File: src/rtl/execute_forwarding_pkg.sv
// ============================================================================
// execute_forwarding_pkg
// Shared FSM state type and stall-counter sizing for the execute forwarding
// control block.
// Revision: 1.0
// ============================================================================
`default_nettype none

package execute_forwarding_pkg;

    localparam int STALL_COUNT_WIDTH = 16;
    localparam logic [STALL_COUNT_WIDTH-1:0] STALL_COUNT_MAX = '1;

    typedef enum logic [0:0] {
        ST_IDLE = 1'b0,
        ST_PEND = 1'b1
    } fwd_state_t;

endpackage

`default_nettype wire

File: src/rtl/execute_forwarding_ctrl_if.sv
// ============================================================================
// execute_forwarding_ctrl_if
// Writeback/load/operand bundle between the execute stage and the forwarding
// controller; master drives the stage side, slave is the controller.
// Revision: 1.0
// ============================================================================
`default_nettype none

interface execute_forwarding_ctrl_if;
    import execute_forwarding_pkg::*;

    logic                         iFLUSH;
    logic                         iWB_GR_VALID;
    logic [31:0]                  iWB_GR_DATA;
    logic [4:0]                   iWB_GR_DEST;
    logic                         iWB_GR_DEST_SYSREG;
    logic                         iWB_GR_LOAD;
    logic                         iWB_SPR_VALID;
    logic [31:0]                  iWB_SPR_DATA;
    logic                         iWB_FRCR_VALID;
    logic [63:0]                  iWB_FRCR_DATA;
    logic                         iLOAD_ISSUE;
    logic [4:0]                   iLOAD_DEST;
    logic                         iLOAD_DEST_SYSREG;
    logic                         iSRC_VALID;
    logic [4:0]                   iSRC0_POINTER;
    logic [4:0]                   iSRC1_POINTER;
    logic                         iSRC0_SYSREG;
    logic                         iSRC1_SYSREG;
    logic                         iSRC0_IMM;
    logic                         iSRC1_IMM;

    logic                         oPREV_WB_GR_VALID;
    logic [31:0]                  oPREV_WB_GR_DATA;
    logic [4:0]                   oPREV_WB_GR_DEST;
    logic                         oPREV_WB_GR_DEST_SYSREG;
    logic                         oPREV_WB_SPR_VALID;
    logic [31:0]                  oPREV_WB_SPR_DATA;
    logic                         oPREV_WB_FRCR_VALID;
    logic [63:0]                  oPREV_WB_FRCR_DATA;
    logic                         oSTALL;
    logic                         oLOAD_BUSY;
    logic [STALL_COUNT_WIDTH-1:0] oSTALL_COUNT;

    modport master (
        output iFLUSH, iWB_GR_VALID, iWB_GR_DATA, iWB_GR_DEST, iWB_GR_DEST_SYSREG,
               iWB_GR_LOAD, iWB_SPR_VALID, iWB_SPR_DATA, iWB_FRCR_VALID,
               iWB_FRCR_DATA, iLOAD_ISSUE, iLOAD_DEST, iLOAD_DEST_SYSREG,
               iSRC_VALID, iSRC0_POINTER, iSRC1_POINTER, iSRC0_SYSREG,
               iSRC1_SYSREG, iSRC0_IMM, iSRC1_IMM,
        input  oPREV_WB_GR_VALID, oPREV_WB_GR_DATA, oPREV_WB_GR_DEST,
               oPREV_WB_GR_DEST_SYSREG, oPREV_WB_SPR_VALID, oPREV_WB_SPR_DATA,
               oPREV_WB_FRCR_VALID, oPREV_WB_FRCR_DATA, oSTALL, oLOAD_BUSY,
               oSTALL_COUNT
    );

    modport slave (
        input  iFLUSH, iWB_GR_VALID, iWB_GR_DATA, iWB_GR_DEST, iWB_GR_DEST_SYSREG,
               iWB_GR_LOAD, iWB_SPR_VALID, iWB_SPR_DATA, iWB_FRCR_VALID,
               iWB_FRCR_DATA, iLOAD_ISSUE, iLOAD_DEST, iLOAD_DEST_SYSREG,
               iSRC_VALID, iSRC0_POINTER, iSRC1_POINTER, iSRC0_SYSREG,
               iSRC1_SYSREG, iSRC0_IMM, iSRC1_IMM,
        output oPREV_WB_GR_VALID, oPREV_WB_GR_DATA, oPREV_WB_GR_DEST,
               oPREV_WB_GR_DEST_SYSREG, oPREV_WB_SPR_VALID, oPREV_WB_SPR_DATA,
               oPREV_WB_FRCR_VALID, oPREV_WB_FRCR_DATA, oSTALL, oLOAD_BUSY,
               oSTALL_COUNT
    );

endinterface

`default_nettype wire

File: src/rtl/execute_forwarding_history.sv
// ============================================================================
// execute_forwarding_history
// One-cycle history of the GR/SPR/FRCR writebacks for late forwarding.
// FRCR history exists only with EXECUTE_FORWARDING_CTRL_FRCR_EN defined.
// Revision: 1.0
// ============================================================================
`default_nettype none

module execute_forwarding_history (
    input  wire logic        clk,
    input  wire logic        rst_n,
    input  wire logic        flush,
    input  wire logic        wb_gr_valid,
    input  wire logic [31:0] wb_gr_data,
    input  wire logic [4:0]  wb_gr_dest,
    input  wire logic        wb_gr_dest_sysreg,
    input  wire logic        wb_spr_valid,
    input  wire logic [31:0] wb_spr_data,
    input  wire logic        wb_frcr_valid,
    input  wire logic [63:0] wb_frcr_data,
    output logic             prev_gr_valid,
    output logic [31:0]      prev_gr_data,
    output logic [4:0]       prev_gr_dest,
    output logic             prev_gr_dest_sysreg,
    output logic             prev_spr_valid,
    output logic [31:0]      prev_spr_data,
    output logic             prev_frcr_valid,
    output logic [63:0]      prev_frcr_data
);

    logic        r_gr_valid;
    logic [31:0] r_gr_data;
    logic [4:0]  r_gr_dest;
    logic        r_gr_dest_sysreg;
    logic        r_spr_valid;
    logic [31:0] r_spr_data;

    // Valids always follow the current writeback (cleared by flush); payloads
    // hold their last valid value so a stale entry still reads coherently.
    always_ff @(posedge clk) begin
        if (!rst_n) begin
            r_gr_valid       <= 1'b0;
            r_gr_data        <= 32'h0;
            r_gr_dest        <= 5'h0;
            r_gr_dest_sysreg <= 1'b0;
            r_spr_valid      <= 1'b0;
            r_spr_data       <= 32'h0;
        end else begin
            r_gr_valid  <= wb_gr_valid && !flush;
            r_spr_valid <= wb_spr_valid && !flush;
            if (wb_gr_valid) begin
                r_gr_data        <= wb_gr_data;
                r_gr_dest        <= wb_gr_dest;
                r_gr_dest_sysreg <= wb_gr_dest_sysreg;
            end
            if (wb_spr_valid) begin
                r_spr_data <= wb_spr_data;
            end
        end
    end

    assign prev_gr_valid       = r_gr_valid;
    assign prev_gr_data        = r_gr_data;
    assign prev_gr_dest        = r_gr_dest;
    assign prev_gr_dest_sysreg = r_gr_dest_sysreg;
    assign prev_spr_valid      = r_spr_valid;
    assign prev_spr_data       = r_spr_data;

`ifdef EXECUTE_FORWARDING_CTRL_FRCR_EN
    logic        r_frcr_valid;
    logic [63:0] r_frcr_data;

    always_ff @(posedge clk) begin
        if (!rst_n) begin
            r_frcr_valid <= 1'b0;
            r_frcr_data  <= 64'h0;
        end else begin
            r_frcr_valid <= wb_frcr_valid && !flush;
            if (wb_frcr_valid) begin
                r_frcr_data <= wb_frcr_data;
            end
        end
    end

    assign prev_frcr_valid = r_frcr_valid;
    assign prev_frcr_data  = r_frcr_data;
`else
    logic w_unused_frcr;

    assign w_unused_frcr   = ^{wb_frcr_valid, wb_frcr_data};
    assign prev_frcr_valid = 1'b0;
    assign prev_frcr_data  = 64'h0;
`endif

endmodule

`default_nettype wire

File: src/rtl/execute_forwarding_ctrl.sv
// ============================================================================
// execute_forwarding_ctrl
// Writeback history, single-outstanding-load interlock and stall counter for
// the execute stage. Optional FRCR history: EXECUTE_FORWARDING_CTRL_FRCR_EN.
// Revision: 1.0
// ============================================================================
`default_nettype none

module execute_forwarding_ctrl
    import execute_forwarding_pkg::*;
#(
    // Must track the SPR sysreg index defined in core.h
    parameter logic [4:0] SPR_INDEX = 5'd1
) (
    input  wire logic              iCLOCK,
    input  wire logic              inRESET,
    execute_forwarding_ctrl_if.slave bus
);

    fwd_state_t                   r_state;
    fwd_state_t                   w_state_next;
    logic [4:0]                   r_pend_dest;
    logic [4:0]                   w_pend_dest_next;
    logic                         r_pend_sysreg;
    logic                         w_pend_sysreg_next;
    logic [STALL_COUNT_WIDTH-1:0] r_stall_count;

    logic w_pend;
    logic w_pend_is_spr;
    logic w_gr_return;
    logic w_spr_return;
    logic w_return_match;
    logic w_src0_hit;
    logic w_src1_hit;
    logic w_stall;
    logic w_load_busy;

    execute_forwarding_history u_history (
        .clk                 (iCLOCK),
        .rst_n               (inRESET),
        .flush               (bus.iFLUSH),
        .wb_gr_valid         (bus.iWB_GR_VALID),
        .wb_gr_data          (bus.iWB_GR_DATA),
        .wb_gr_dest          (bus.iWB_GR_DEST),
        .wb_gr_dest_sysreg   (bus.iWB_GR_DEST_SYSREG),
        .wb_spr_valid        (bus.iWB_SPR_VALID),
        .wb_spr_data         (bus.iWB_SPR_DATA),
        .wb_frcr_valid       (bus.iWB_FRCR_VALID),
        .wb_frcr_data        (bus.iWB_FRCR_DATA),
        .prev_gr_valid       (bus.oPREV_WB_GR_VALID),
        .prev_gr_data        (bus.oPREV_WB_GR_DATA),
        .prev_gr_dest        (bus.oPREV_WB_GR_DEST),
        .prev_gr_dest_sysreg (bus.oPREV_WB_GR_DEST_SYSREG),
        .prev_spr_valid      (bus.oPREV_WB_SPR_VALID),
        .prev_spr_data       (bus.oPREV_WB_SPR_DATA),
        .prev_frcr_valid     (bus.oPREV_WB_FRCR_VALID),
        .prev_frcr_data      (bus.oPREV_WB_FRCR_DATA)
    );

    assign w_pend        = (r_state == ST_PEND);
    assign w_pend_is_spr = r_pend_sysreg && (r_pend_dest == SPR_INDEX);

    // A load into the SPR may come back on the SPR writeback port instead of GR.
    assign w_gr_return  = bus.iWB_GR_VALID && bus.iWB_GR_LOAD &&
                          (bus.iWB_GR_DEST == r_pend_dest) &&
                          (bus.iWB_GR_DEST_SYSREG == r_pend_sysreg);
    assign w_spr_return = w_pend_is_spr && bus.iWB_SPR_VALID && bus.iWB_GR_LOAD;
    assign w_return_match = w_pend && (w_gr_return || w_spr_return);

    assign w_src0_hit = !bus.iSRC0_IMM && (bus.iSRC0_POINTER == r_pend_dest) &&
                        (bus.iSRC0_SYSREG == r_pend_sysreg);
    assign w_src1_hit = !bus.iSRC1_IMM && (bus.iSRC1_POINTER == r_pend_dest) &&
                        (bus.iSRC1_SYSREG == r_pend_sysreg);

    always_ff @(posedge iCLOCK) begin
        if (!inRESET) begin
            r_state       <= ST_IDLE;
            r_pend_dest   <= 5'h0;
            r_pend_sysreg <= 1'b0;
        end else begin
            r_state       <= w_state_next;
            r_pend_dest   <= w_pend_dest_next;
            r_pend_sysreg <= w_pend_sysreg_next;
        end
    end

    // An issue while already busy is dropped; only a retiring load frees the slot.
    always_comb begin
        w_state_next       = r_state;
        w_pend_dest_next   = r_pend_dest;
        w_pend_sysreg_next = r_pend_sysreg;
        w_stall            = 1'b0;
        w_load_busy        = 1'b0;

        if (bus.iFLUSH) begin
            w_state_next = ST_IDLE;
        end else begin
            case (r_state)
                ST_IDLE: begin
                    if (bus.iLOAD_ISSUE) begin
                        w_state_next       = ST_PEND;
                        w_pend_dest_next   = bus.iLOAD_DEST;
                        w_pend_sysreg_next = bus.iLOAD_DEST_SYSREG;
                    end
                end
                ST_PEND: begin
                    if (w_return_match) begin
                        if (bus.iLOAD_ISSUE) begin
                            w_pend_dest_next   = bus.iLOAD_DEST;
                            w_pend_sysreg_next = bus.iLOAD_DEST_SYSREG;
                        end else begin
                            w_state_next = ST_IDLE;
                        end
                    end
                end
                default: w_state_next = ST_IDLE;
            endcase
        end

        if (inRESET && w_pend && !w_return_match) begin
            w_load_busy = 1'b1;
            w_stall     = !bus.iFLUSH && bus.iSRC_VALID && (w_src0_hit || w_src1_hit);
        end
    end

    always_ff @(posedge iCLOCK) begin
        if (!inRESET) begin
            r_stall_count <= '0;
        end else if (w_stall && (r_stall_count != STALL_COUNT_MAX)) begin
            r_stall_count <= r_stall_count + 1'b1;
        end
    end

    assign bus.oSTALL       = w_stall;
    assign bus.oLOAD_BUSY   = w_load_busy;
    assign bus.oSTALL_COUNT = r_stall_count;

endmodule

`default_nettype wire

File: src/flat_wrapper.sv
// flat-port wrapper written by rule: the top's interface ports become plain ports
module execute_forwarding_ctrl_flat import execute_forwarding_pkg::*;
#(
                                                        
    parameter logic [4:0] SPR_INDEX = 5'd1
)
  (iCLOCK, inRESET, bus_iFLUSH, bus_iWB_GR_VALID, bus_iWB_GR_DATA, bus_iWB_GR_DEST, bus_iWB_GR_DEST_SYSREG, bus_iWB_GR_LOAD, bus_iWB_SPR_VALID, bus_iWB_SPR_DATA, bus_iWB_FRCR_VALID, bus_iWB_FRCR_DATA, bus_iLOAD_ISSUE, bus_iLOAD_DEST, bus_iLOAD_DEST_SYSREG, bus_iSRC_VALID, bus_iSRC0_POINTER, bus_iSRC1_POINTER, bus_iSRC0_SYSREG, bus_iSRC1_SYSREG, bus_iSRC0_IMM, bus_iSRC1_IMM, bus_oPREV_WB_GR_VALID, bus_oPREV_WB_GR_DATA, bus_oPREV_WB_GR_DEST, bus_oPREV_WB_GR_DEST_SYSREG, bus_oPREV_WB_SPR_VALID, bus_oPREV_WB_SPR_DATA, bus_oPREV_WB_FRCR_VALID, bus_oPREV_WB_FRCR_DATA, bus_oSTALL, bus_oLOAD_BUSY, bus_oSTALL_COUNT);
  execute_forwarding_ctrl_if bus_i ();
  input  wire logic iCLOCK;
  input  wire logic inRESET;
  input wire logic [$bits(bus_i.iFLUSH)-1:0] bus_iFLUSH;
  input wire logic [$bits(bus_i.iWB_GR_VALID)-1:0] bus_iWB_GR_VALID;
  input wire logic [$bits(bus_i.iWB_GR_DATA)-1:0] bus_iWB_GR_DATA;
  input wire logic [$bits(bus_i.iWB_GR_DEST)-1:0] bus_iWB_GR_DEST;
  input wire logic [$bits(bus_i.iWB_GR_DEST_SYSREG)-1:0] bus_iWB_GR_DEST_SYSREG;
  input wire logic [$bits(bus_i.iWB_GR_LOAD)-1:0] bus_iWB_GR_LOAD;
  input wire logic [$bits(bus_i.iWB_SPR_VALID)-1:0] bus_iWB_SPR_VALID;
  input wire logic [$bits(bus_i.iWB_SPR_DATA)-1:0] bus_iWB_SPR_DATA;
  input wire logic [$bits(bus_i.iWB_FRCR_VALID)-1:0] bus_iWB_FRCR_VALID;
  input wire logic [$bits(bus_i.iWB_FRCR_DATA)-1:0] bus_iWB_FRCR_DATA;
  input wire logic [$bits(bus_i.iLOAD_ISSUE)-1:0] bus_iLOAD_ISSUE;
  input wire logic [$bits(bus_i.iLOAD_DEST)-1:0] bus_iLOAD_DEST;
  input wire logic [$bits(bus_i.iLOAD_DEST_SYSREG)-1:0] bus_iLOAD_DEST_SYSREG;
  input wire logic [$bits(bus_i.iSRC_VALID)-1:0] bus_iSRC_VALID;
  input wire logic [$bits(bus_i.iSRC0_POINTER)-1:0] bus_iSRC0_POINTER;
  input wire logic [$bits(bus_i.iSRC1_POINTER)-1:0] bus_iSRC1_POINTER;
  input wire logic [$bits(bus_i.iSRC0_SYSREG)-1:0] bus_iSRC0_SYSREG;
  input wire logic [$bits(bus_i.iSRC1_SYSREG)-1:0] bus_iSRC1_SYSREG;
  input wire logic [$bits(bus_i.iSRC0_IMM)-1:0] bus_iSRC0_IMM;
  input wire logic [$bits(bus_i.iSRC1_IMM)-1:0] bus_iSRC1_IMM;
  output wire logic [$bits(bus_i.oPREV_WB_GR_VALID)-1:0] bus_oPREV_WB_GR_VALID;
  output wire logic [$bits(bus_i.oPREV_WB_GR_DATA)-1:0] bus_oPREV_WB_GR_DATA;
  output wire logic [$bits(bus_i.oPREV_WB_GR_DEST)-1:0] bus_oPREV_WB_GR_DEST;
  output wire logic [$bits(bus_i.oPREV_WB_GR_DEST_SYSREG)-1:0] bus_oPREV_WB_GR_DEST_SYSREG;
  output wire logic [$bits(bus_i.oPREV_WB_SPR_VALID)-1:0] bus_oPREV_WB_SPR_VALID;
  output wire logic [$bits(bus_i.oPREV_WB_SPR_DATA)-1:0] bus_oPREV_WB_SPR_DATA;
  output wire logic [$bits(bus_i.oPREV_WB_FRCR_VALID)-1:0] bus_oPREV_WB_FRCR_VALID;
  output wire logic [$bits(bus_i.oPREV_WB_FRCR_DATA)-1:0] bus_oPREV_WB_FRCR_DATA;
  output wire logic [$bits(bus_i.oSTALL)-1:0] bus_oSTALL;
  output wire logic [$bits(bus_i.oLOAD_BUSY)-1:0] bus_oLOAD_BUSY;
  output wire logic [$bits(bus_i.oSTALL_COUNT)-1:0] bus_oSTALL_COUNT;
  assign bus_i.iFLUSH = bus_iFLUSH;
  assign bus_i.iWB_GR_VALID = bus_iWB_GR_VALID;
  assign bus_i.iWB_GR_DATA = bus_iWB_GR_DATA;
  assign bus_i.iWB_GR_DEST = bus_iWB_GR_DEST;
  assign bus_i.iWB_GR_DEST_SYSREG = bus_iWB_GR_DEST_SYSREG;
  assign bus_i.iWB_GR_LOAD = bus_iWB_GR_LOAD;
  assign bus_i.iWB_SPR_VALID = bus_iWB_SPR_VALID;
  assign bus_i.iWB_SPR_DATA = bus_iWB_SPR_DATA;
  assign bus_i.iWB_FRCR_VALID = bus_iWB_FRCR_VALID;
  assign bus_i.iWB_FRCR_DATA = bus_iWB_FRCR_DATA;
  assign bus_i.iLOAD_ISSUE = bus_iLOAD_ISSUE;
  assign bus_i.iLOAD_DEST = bus_iLOAD_DEST;
  assign bus_i.iLOAD_DEST_SYSREG = bus_iLOAD_DEST_SYSREG;
  assign bus_i.iSRC_VALID = bus_iSRC_VALID;
  assign bus_i.iSRC0_POINTER = bus_iSRC0_POINTER;
  assign bus_i.iSRC1_POINTER = bus_iSRC1_POINTER;
  assign bus_i.iSRC0_SYSREG = bus_iSRC0_SYSREG;
  assign bus_i.iSRC1_SYSREG = bus_iSRC1_SYSREG;
  assign bus_i.iSRC0_IMM = bus_iSRC0_IMM;
  assign bus_i.iSRC1_IMM = bus_iSRC1_IMM;
  assign bus_oPREV_WB_GR_VALID = bus_i.oPREV_WB_GR_VALID;
  assign bus_oPREV_WB_GR_DATA = bus_i.oPREV_WB_GR_DATA;
  assign bus_oPREV_WB_GR_DEST = bus_i.oPREV_WB_GR_DEST;
  assign bus_oPREV_WB_GR_DEST_SYSREG = bus_i.oPREV_WB_GR_DEST_SYSREG;
  assign bus_oPREV_WB_SPR_VALID = bus_i.oPREV_WB_SPR_VALID;
  assign bus_oPREV_WB_SPR_DATA = bus_i.oPREV_WB_SPR_DATA;
  assign bus_oPREV_WB_FRCR_VALID = bus_i.oPREV_WB_FRCR_VALID;
  assign bus_oPREV_WB_FRCR_DATA = bus_i.oPREV_WB_FRCR_DATA;
  assign bus_oSTALL = bus_i.oSTALL;
  assign bus_oLOAD_BUSY = bus_i.oLOAD_BUSY;
  assign bus_oSTALL_COUNT = bus_i.oSTALL_COUNT;
  execute_forwarding_ctrl #(.SPR_INDEX(SPR_INDEX)) u_core (.iCLOCK(iCLOCK), .inRESET(inRESET), .bus(bus_i));
endmodule
File: config.mk
export PLATFORM = sky130hd
export DESIGN_NAME = execute_forwarding_ctrl_flat
export DESIGN_NICKNAME = d
export VERILOG_FILES = /design/src/rtl/execute_forwarding_pkg.sv /design/src/rtl/execute_forwarding_ctrl_if.sv /design/src/rtl/execute_forwarding_history.sv /design/src/rtl/execute_forwarding_ctrl.sv /design/src/flat_wrapper.sv
export SDC_FILE = /design/constraint.sdc
export NUM_CORES = 1
export LEC_CHECK = 0
export ABC_AREA = 1
export CORE_AREA = 2 2 124 126
export CTS_CLUSTER_DIAMETER = 100
export DETAILED_ROUTE_END_ITERATION = 8
export DIE_AREA = 0 0 126 128
export GPL_TIMING_DRIVEN = 0
export PLACE_DENSITY = 0.73
export SYNTH_ARGS = -nofsm -noshare
export SYNTH_HDL_FRONTEND = slang
export SYNTH_SLANG_ARGS = --single-unit
File: constraint.sdc
create_clock -name iCLOCK -period 6.6 [get_ports iCLOCK]
set_clock_uncertainty 0.1 [all_clocks]
set_input_delay 1.98 -clock iCLOCK [delete_from_list [all_inputs] [get_ports iCLOCK]]
set_output_delay 1.98 -clock iCLOCK [all_outputs]
set_load 0.01 [all_outputs]
After elaboration in Yosys (flattened, before gate mapping)
Cells that the tools add are included.
W data, S select, Z words.
{"block": "op_classes", "n_addsub": 1, "mul": 0, "reduce_logical": 26, "n_mux": 11, "div_mod_pow": 0, "n_shift": 0, "order_cmp": 0, "bitwise_logic": 3, "n_eq_ne": 9}
{"cell": "$logic_and A1 B1 Y1", "count": 18}
{"cell": "$add A16 B1 Y16 const B", "count": 1}
{"cell": "$ne A16 B16 Y1 const B", "count": 1}
{"cell": "$eq A5 B5 Y1", "count": 3}
{"cell": "$mux W5", "count": 2}
{"cell": "$pmux W5 S2", "count": 1}
{"cell": "$mux W1", "count": 6}
{"cell": "$eq A5 B1 Y1 const B", "count": 1}
{"cell": "$logic_not A1 Y1", "count": 4}
{"cell": "$pmux W1 S2", "count": 2}
{"cell": "$eq A1 B1 Y1", "count": 3}
{"cell": "$not A1 Y1", "count": 3}
{"cell": "$logic_or A1 B1 Y1", "count": 2}
{"cell": "$ne A2 B2 Y1 const B", "count": 1}
{"cell": "$reduce_and A2 Y1", "count": 1}
{"cell": "$reduce_or A2 Y1", "count": 1}
{"block": "word_totals", "ramBits": 0, "reg_bits": 95, "latch_bits": 0, "out_inout_bits": 155, "rom_bits": 0, "n_memories": 0, "in_bits": 163}

Longest topological paths before layout
Gate-level depths: netlist (run 1).
{"block": "depth", "depth_word": 10, "mapped_depth": 14}

By module
Synthesis (run 1) repeated with hierarchy kept, for this count alone.
{"block": "unflattened", "hier_cells": 754, "hier_area_um2": 4943.5}
{"module": "execute_forwarding_history", "seq_area_each_um2": 1441.4, "cells_per_inst": 516, "area_each_um2": 3424.5, "instances": 1}
{"module": "execute_forwarding_ctrl", "seq_area_each_um2": 460.4, "cells_per_inst": 238, "area_each_um2": 1519.0, "instances": 1}

Worst setup path before layout (run 1)
No wires, ideal clock.
{"block": "synth_timing", "kind": "input to output", "startpoint": "input port bus_iWB_GR_DEST[1]", "endpoint": "output port bus_oSTALL", "arrival_ns": 2.901, "setup_slack_ns": 1.619, "required_ns": 4.520, "path_stages": 12, "cell_sequence": "inv_1 nand2_1 nand2_1 clkinv_1 nand2_1 nor2_1 nand2_1 nand2_1 nand3_2 nand2_1 nor2_4 buf_12"}
{"block": "synth_via", "elab_chain_len": 8}
{"element": "start: declaration", "line": "flat_wrapper.sv:14", "text": "input wire logic [$bits(bus_i.iWB_GR_DEST)-1:0] bus_iWB_GR_DEST;"}
{"element": "$eq A5 B5 Y1", "line": "execute_forwarding_ctrl.sv:65", "text": "(bus.iWB_GR_DEST == r_pend_dest) &&"}
{"element": "$logic_and A1 B1 Y1", "line": "execute_forwarding_ctrl.sv:64", "text": "assign w_gr_return = bus.iWB_GR_VALID && bus.iWB_GR_LOAD &&"}
{"element": "$logic_and A1 B1 Y1", "line": "execute_forwarding_ctrl.sv:65"}
{"element": "$logic_or A1 B1 Y1", "line": "execute_forwarding_ctrl.sv:68", "text": "assign w_return_match = w_pend && (w_gr_return || w_spr_return);"}
{"element": "$logic_and A1 B1 Y1", "line": "execute_forwarding_ctrl.sv:68"}
{"element": "$logic_not A1 Y1", "line": "execute_forwarding_ctrl.sv:120", "text": "if (inRESET && w_pend && !w_return_match) begin"}
{"element": "$logic_and A1 B1 Y1", "line": "execute_forwarding_ctrl.sv:120"}
{"element": "$mux W1", "line": "execute_forwarding_ctrl.sv:120"}
{"element": "end: declaration", "line": "flat_wrapper.sv:39", "text": "output wire logic [$bits(bus_i.oSTALL)-1:0] bus_oSTALL;"}
Every way passes these cells.

Worst setup path after layout (run 1)
{"block": "layout_timing", "startpoint": "input port bus_iWB_GR_VALID", "endpoint": "output port bus_oSTALL"}
{"block": "layout_via", "elab_chain_len": 8}
{"element": "start: declaration", "line": "flat_wrapper.sv:12", "text": "input wire logic [$bits(bus_i.iWB_GR_VALID)-1:0] bus_iWB_GR_VALID;"}
{"element": "$logic_and A1 B1 Y1 (2 in a row)", "line": "execute_forwarding_ctrl.sv:64"}
{"element": "$logic_and A1 B1 Y1", "line": "execute_forwarding_ctrl.sv:65"}
{"element": "$logic_or A1 B1 Y1", "line": "execute_forwarding_ctrl.sv:68"}
{"element": "$logic_and A1 B1 Y1", "line": "execute_forwarding_ctrl.sv:68"}
{"element": "$logic_not A1 Y1", "line": "execute_forwarding_ctrl.sv:120"}
{"element": "$logic_and A1 B1 Y1", "line": "execute_forwarding_ctrl.sv:120"}
{"element": "$mux W1", "line": "execute_forwarding_ctrl.sv:120"}
Every way passes these cells.

==> results of run 1 <==
synthesized netlist by cell type, types with 2 or more instances:
| cell | number | area [sq um] |
|---|---|---|
| buf_4 | 65 | 488 |
| buf_6 | 2 | 22.5 |
| o21ai_0 | 71 | 355 |
| nand2_2 | 2 | 12.5 |
| nand3_1 | 14 | 70.1 |
| nor2_2 | 5 | 31.3 |
| inv_1 | 27 | 101 |
| buf_1 | 4 | 15.0 |
| a21oi_1 | 18 | 90.1 |
| nor2_1 | 155 | 582 |
| clkbuf_1 | 18 | 67.6 |
| inv_2 | 9 | 33.8 |
| o21ai_1 | 5 | 25.0 |
| xnor2_1 | 4 | 35.0 |
| nand3_2 | 10 | 100 |
| nand2_1 | 78 | 293 |
| a21oi_2 | 10 | 87.6 |
| nor3_1 | 6 | 30.0 |
| nand3b_1 | 2 | 15.0 |
| dfxtp_1 | 95 | 1900 |
| nand4_1 | 2 | 12.5 |
| xor2_1 | 11 | 96.3 |
per-stage QoR:
stage,cells,setup WS [ns],power (W),util,hold WS [ns]
floorplan,688,1.62,0.000763,-,0.383
global placement,1063,0.323,0.000906,0.468,0.350
detailed placement,1063,0.314,0.000908,0.468,0.363
CTS,1078,0.303,0.00141,0.487,0.381
global route,1078,0.128,0.00146,0.487,0.401
finish,1078,0.340,0.00140,0.487,0.374
placed cells by master, fill, tap and decap left out, types with 6 or more instances in the layout:
cell and n:
nor3_1 6, a21oi_2 10, inv_1 27, dfxtp_1 95, clkbuf_16 9, nor2_1 155
a21oi_1 18, o21ai_0 71, inv_2 9, nand3_2 10, clkbuf_1 18, xor2_1 11
nand2_1 78, clkdlybuf4s50_1 187, buf_4 65, nand3_1 14, conb_1 65
worst reg2reg max path: cells and delay by family (launching register included):
family	cells	cell delay, ns
AOI/OAI and AO/OA	1	0.13
DFF	1	0.40
adders and majority gates	1	0.26
buffers and inverters	1	0.16
and+or+nand+nor	5	0.98
worst max-delay path by stage:
stage | end | slack (ns) | cells after the start
final | bus_oSTALL | 0.34 | 12
after global routing | bus_oSTALL | 0.13 | 12
after floorplan | bus_oSTALL | 1.62 | 12
after detailed placement | bus_oSTALL | 0.31 | 12
after CTS | bus_oSTALL | 0.30 | 12
after global placement | bus_oSTALL | 0.32 | 12
layout make-up:
class,count,area (sq um),area share
well taps,188,235,0.0325
repair buffers,187,1870,0.259
inverters,37,139,0.0192
clock inverters,4,28.8,0.00398
plain buffers,91,618,0.0854
multi-input cells,465,2190,0.303
clock buffers,11,253,0.0349
flip-flops and latches,95,1900,0.263
cell families (layout without fill, tap and decap cells):
| group | after synthesis | after routing | synth area share |
|---|---|---|---|
| AO/OA/AOI/OAI | 105 | 105 | 0.122 |
| XOR/XNOR | 15 | 15 | 0.0285 |
| adder cells (fa/ha/maj) | 1 | 1 | 0.00271 |
| buffers and inverters | 128 | 330 | 0.164 |
| flip-flops | 95 | 95 | 0.413 |
| other | 1 | 65 | 0.000814 |
| AND/OR/NAND/NOR | 279 | 279 | 0.269 |
state kept, by name (all words and copies together), names as in the netlist:
name and flops:
u_core.u_history.prev_gr_valid 1, u_core.r_pend_sysreg 1, u_core.u_history.prev_spr_data 32, u_core.u_history.prev_gr_dest_sysreg 1
u_core.r_pend_dest 5, u_core.u_history.prev_spr_valid 1, u_core.u_history.prev_gr_data 32, u_core.u_history.prev_gr_dest 5
u_core.r_state 1, u_core.bus.oSTALL_COUNT 16
report_power, final:
group,internal [W],switching (W),leakage [nW],total (W)
combinational,0.000152,0.000120,2.21,0.000272
clock,0.000275,0.000225,0.134,0.000499
sequential,0.000606,0.0000175,0.785,0.000624
per-layer routing:
metal  up-vias  part of all wire  track usage
met4         0             0.020       0.0621
met5         -                 0            0
li1       2372                 -            -
met1      2029              0.42        0.197
met2       167              0.47        0.275
met3        25             0.091       0.0639
==> results.md, run 1 <==
- Drt total wl: between 10,000 and 15,000 microns
- Req. time, crit path: between 4 and 5 ns
- N_diodes: 0
- Flop2flop setup slack: ~4.5 ns
- Post-CTS Setup Inserts: 0
- Kind of end point of the critical path: output pin
- Post-layout min period: roughly 6.3 ns
- Crit-path max cell delay: 0.54 ns
- Hold Crit Depth: 2
- Max-cap violations: 0
- R2r endpoint: u_core.bus.oSTALL_COUNT[11]
- Buffers on Ports: 187
- Vias per cell: approximately 4.3
- Total track usage: 0.166
- Crit path kind: input pin to output pin
- # resized after CTS: 0
- # IOs: 318
- Hold Crit Class: register to register
- # DRC: 0
- Avg Cell Area, Syn: 7.38 sq um
- Cell breakdown of the critical path: clkdlybuf4s50_1 > inv_2 > a21oi_1 > nand2_1 > nor2_1 > nand2_1 > nand2_1 > nand3_2 > nand2_1 > nor2_4 > buf_12 > clkdlybuf4s50_1
- R2R cell count: 8
- Die Height: about 130 microns
- CP top delay family: buffers and inverters
- Vias in the first global route: 4,318
- Count of different cell masters after synthesis: 33
- Die Footprint: roughly 0.016 sq mm
- RePlAce Congestion: roughly 0.84
- CP Launch Type: input pin
- Nets: around 1.1k
- Root Buffer Master: clkbuf_16
- Final setup viols: 0
- Max VDD drop: 158 uV
- Placement Cell Area: about 0.0070 sq mm
- DR WL/cell: between 10 and 15 microns
- Clock Path Buffers: 2
- Register area share after synthesis: 0.413
- Critical path arrival: around 4.2 ns
- Cts bufs inserted: 9
- Worst-margin pin slew: 0.748 ns
- Initial Utilization: 0.310
- Area grow syn2layout: 57.0%
- Reg2Reg Launch Point: u_core.bus.oSTALL_COUNT[0]
- Most used DFF post-synth: dfxtp_1
- GRT Residual Overflow: 0
- Via count: 4,593
- Outcome: completed
- Synth Instances: 624
- LEAKAGE: ~3.1 nW
- Clock tree from TritonCTS: built
- Crit. Startpoint: bus_iWB_GR_VALID
- Largest net degree at the start of global routing: 16
- Filler cells: approximately 1.5k
- Clock Latency Late Sink: 0.34 ns
- Number of synthesized flops with an enable pin: 0
- Final hold vios: 0
- CP Buf/Inv Count: 4
- Core area: around 0.015 sq mm
- Power density cells: a little under 200 mW/mm^2
- Period utilisation layout: 0.948
- Reg clk slew, reported paths: ~0.060 ns
- Final setup TNS: 0 ns
- Detail Route Antenna Nets: 0
- Clock sinks: 95
- First-pass GRT wire length: approximately 21,000 microns
- Unrepaired setup endpoints after global routing: no
- Post-Layout Inst Area: about 0.0072 sq mm
- Antenna violations before repair: 0
- Final Max Slew Viols: 0
- Slew margin rel.: 0.501
- DRT iter0 DRCs: between 200 and 250
- Ys Warns: 0
- Critical path's most frequent cell: nand2_1
- Crit Path Max Fanout: 10
- First-pass iteration count of the detailed router: 4
- Seq cells post-synth: between 90 and 100
- Worst hold start: u_core.u_history.prev_gr_dest[0]
- Layout cells sized above 1: 0.140
- Post-synth ARST share: 0
- # hold bufs at CTS: 0
- Die W: approximately 130 microns
- Hold Path Sink: u_core.u_history.prev_gr_dest[0]
- H-tree levels: 3
- Area of the mapped netlist: about 0.0046 sq mm
- Hpwl dp: 10,400 microns
- CP max stage cell: clkdlybuf4s50_1
- # rows: between 40 and 50
- FMAX: around 160 MHz
(Power assumes the default switching activity.)
==> run 2, diff against run 1 <==
--- a/config.mk
+++ b/config.mk
@@ -11,7 +11,7 @@
 export DETAILED_ROUTE_END_ITERATION = 8
 export DIE_AREA = 0 0 126 128
 export GPL_TIMING_DRIVEN = 0
-export PLACE_DENSITY = 0.73
+export PLACE_DENSITY = 0.82
 export SYNTH_ARGS = -nofsm -noshare
 export SYNTH_HDL_FRONTEND = slang
 export SYNTH_SLANG_ARGS = --single-unit
==> run 2 against run 1 <==
- via count decreased by 0.72%
- worst hold slack improved by 0.00073 ns
- fmax hardly changed
- combinational power about the same
- total power decreased by 1.3%
- worst setup slack improved by 0.0032 ns
- non-clock buffer count did not move
- count of clock-buffer cells in the layout fell by 1
- routed wire length fell by 0.31%
- die area unchanged
- sequential power barely moved
- final cell count unchanged
- largest power group unchanged
- highest routed layer unchanged
==> results.md, run 2 (same netlist as run 1, synthesis figures left out) <==
- Post-layout min period: approximately 6.3 ns
- Final setup viols: 0
- Detail Route Antenna Nets: 0
- CP top delay family: buffers and inverters
- DR WL/cell: between 10 and 15 microns
- Die Footprint: between 0.015 and 0.02 sq mm
- Clock Latency Late Sink: ~0.34 ns
- Post-CTS Setup Inserts: 0
- Post-Layout Inst Area: slightly above 0.007 sq mm
- Unrepaired setup endpoints after global routing: no
- Die W: 126 microns
- Buffers on Ports: around 190
- Reg clk slew, reported paths: about 0.070 ns
- First-pass GRT wire length: roughly 21,000 microns
- # rows: 45
- Clock sinks: between 90 and 100
- Area grow syn2layout: 56.7%
- Critical path arrival: roughly 4.2 ns
- Clock tree from TritonCTS: built
- Hold Crit Class: register to register
- Final Max Slew Viols: 0
- Drt total wl: approximately 13,000 microns
- Max VDD drop: 151 uV
- # hold bufs at CTS: 0
- Req. time, crit path: ~4.5 ns
- N_diodes: 0
- CP Buf/Inv Count: 4
- Initial Utilization: 0.310
- Slew margin rel.: 0.548
- Die Height: 128 microns
- Cell breakdown of the critical path: clkdlybuf4s50_1 > inv_2 > a21oi_1 > nand2_1 > nor2_1 > nand2_1 > nand2_1 > nand3_2 > nand2_1 > nor2_4 > buf_12 > clkdlybuf4s50_1
- # IOs: approximately 320
- Core area: 0.0149 sq mm
- Vias in the first global route: ~4.3k
- Hpwl dp: 10,500 microns
- Cts bufs inserted: 9
- Crit path kind: input pin to output pin
- # resized after CTS: 0
- CP Launch Type: input pin
- Via count: approximately 4.6k
- GRT Residual Overflow: 0
- Final hold vios: 0
- Vias per cell: about 4.2
- Outcome: completed
- Crit Path Max Fanout: 10
- Most frequent cells in the layout: clkdlybuf4s50_1 (187), nor2_1 (155), dfxtp_1 (95)
- FMAX: approximately 160 MHz
- Period utilisation layout: 0.948
- RePlAce Congestion: roughly 0.83
- Largest net degree at the start of global routing: 16
- Total track usage: 0.161
- Root Buffer Master: clkbuf_16
- Kind of end point of the critical path: output pin
- Critical path's most frequent cell: nand2_1
- Antenna violations before repair: 0
- Nets: 1,050
- # DRC: 0
- H-tree levels: 3
- Worst-margin pin slew: between 0.6 and 0.7 ns
- Final setup TNS: 0 ns
- Clock Path Buffers: 2
- CP max stage cell: clkdlybuf4s50_1
- Max-cap violations: 0
- First-pass iteration count of the detailed router: 4
- Placement Cell Area: 0.00696 sq mm
- DRT iter0 DRCs: roughly 190
- Most common cell after layout, fill and taps aside: clkdlybuf4s50_1
- LEAKAGE: about 3.1 nW
- Layout cells sized above 1: 0.139
- Crit-path max cell delay: 0.54 ns
- Power Total: roughly 0.0014 W
- Power density cells: around 190 mW/mm^2
[run 2: changes by cell type in the layout (fill, tap and decap cells not counted), sizes merged]
cell      previous run  this run
clkbuf              29        28
clkinv               2         3
clkinvlp             2         3
inv                 37        36
[run 2: path summary, 6_finish.rpt]
kind | start | endpoint | slack [ns] | cells past startpoint
min | u_core.u_history.prev_gr_dest[0] | u_core.u_history.prev_gr_dest[0] | 0.38 | 2
max reg2reg | u_core.bus.oSTALL_COUNT[0] | u_core.bus.oSTALL_COUNT[9] | 4.51 | 8
min reg2reg | u_core.u_history.prev_gr_dest[0] | u_core.u_history.prev_gr_dest[0] | 0.38 | 2
max | bus_iWB_GR_VALID | bus_oSTALL | 0.34 | 12
[run 2: tightest hold or removal path, cell delays in order, from the launching register on]
cell     delay [ns]
dfxtp_1        0.32
nand2_1        0.06
a21oi_1        0.05
[run 2: per-stage QoR]
step	util	cells	hold WS, ns	setup slack (ns)
finish	0.486	1078	0.375	0.343
global route	0.486	1078	0.417	0.133
CTS	0.486	1078	0.385	0.308
detailed placement	0.468	1063	0.366	0.316
global placement	0.468	1063	0.351	0.319
floorplan	-	688	0.383	1.62
[run 2: power breakdown]
part           switching (W)  internal, W
registers          0.0000177     0.000606
clock network       0.000227     0.000254
logic               0.000121     0.000152
[run 2: final cells by class]
cell class                      instances  area [sq um]
Multi-Input combinational cell        465          2190
Inverter                               37           139
Timing Repair Buffer                  187          1870
Fill cell                            1456          7640
Buffer                                 91           618
Clock buffer                           10           229
Clock inverter                          5          36.3
Sequential cell                        95          1900
Tap cell                              188           235
[run 2: per-layer routing]
metal  vias to the layer above  part of all wire  track usage
met4                         0             0.013       0.0511
li1                       2373                 -            -
met3                        14             0.089       0.0580
met2                       162              0.49        0.281
met5                         -                 0            0
met1                      2011              0.41        0.184
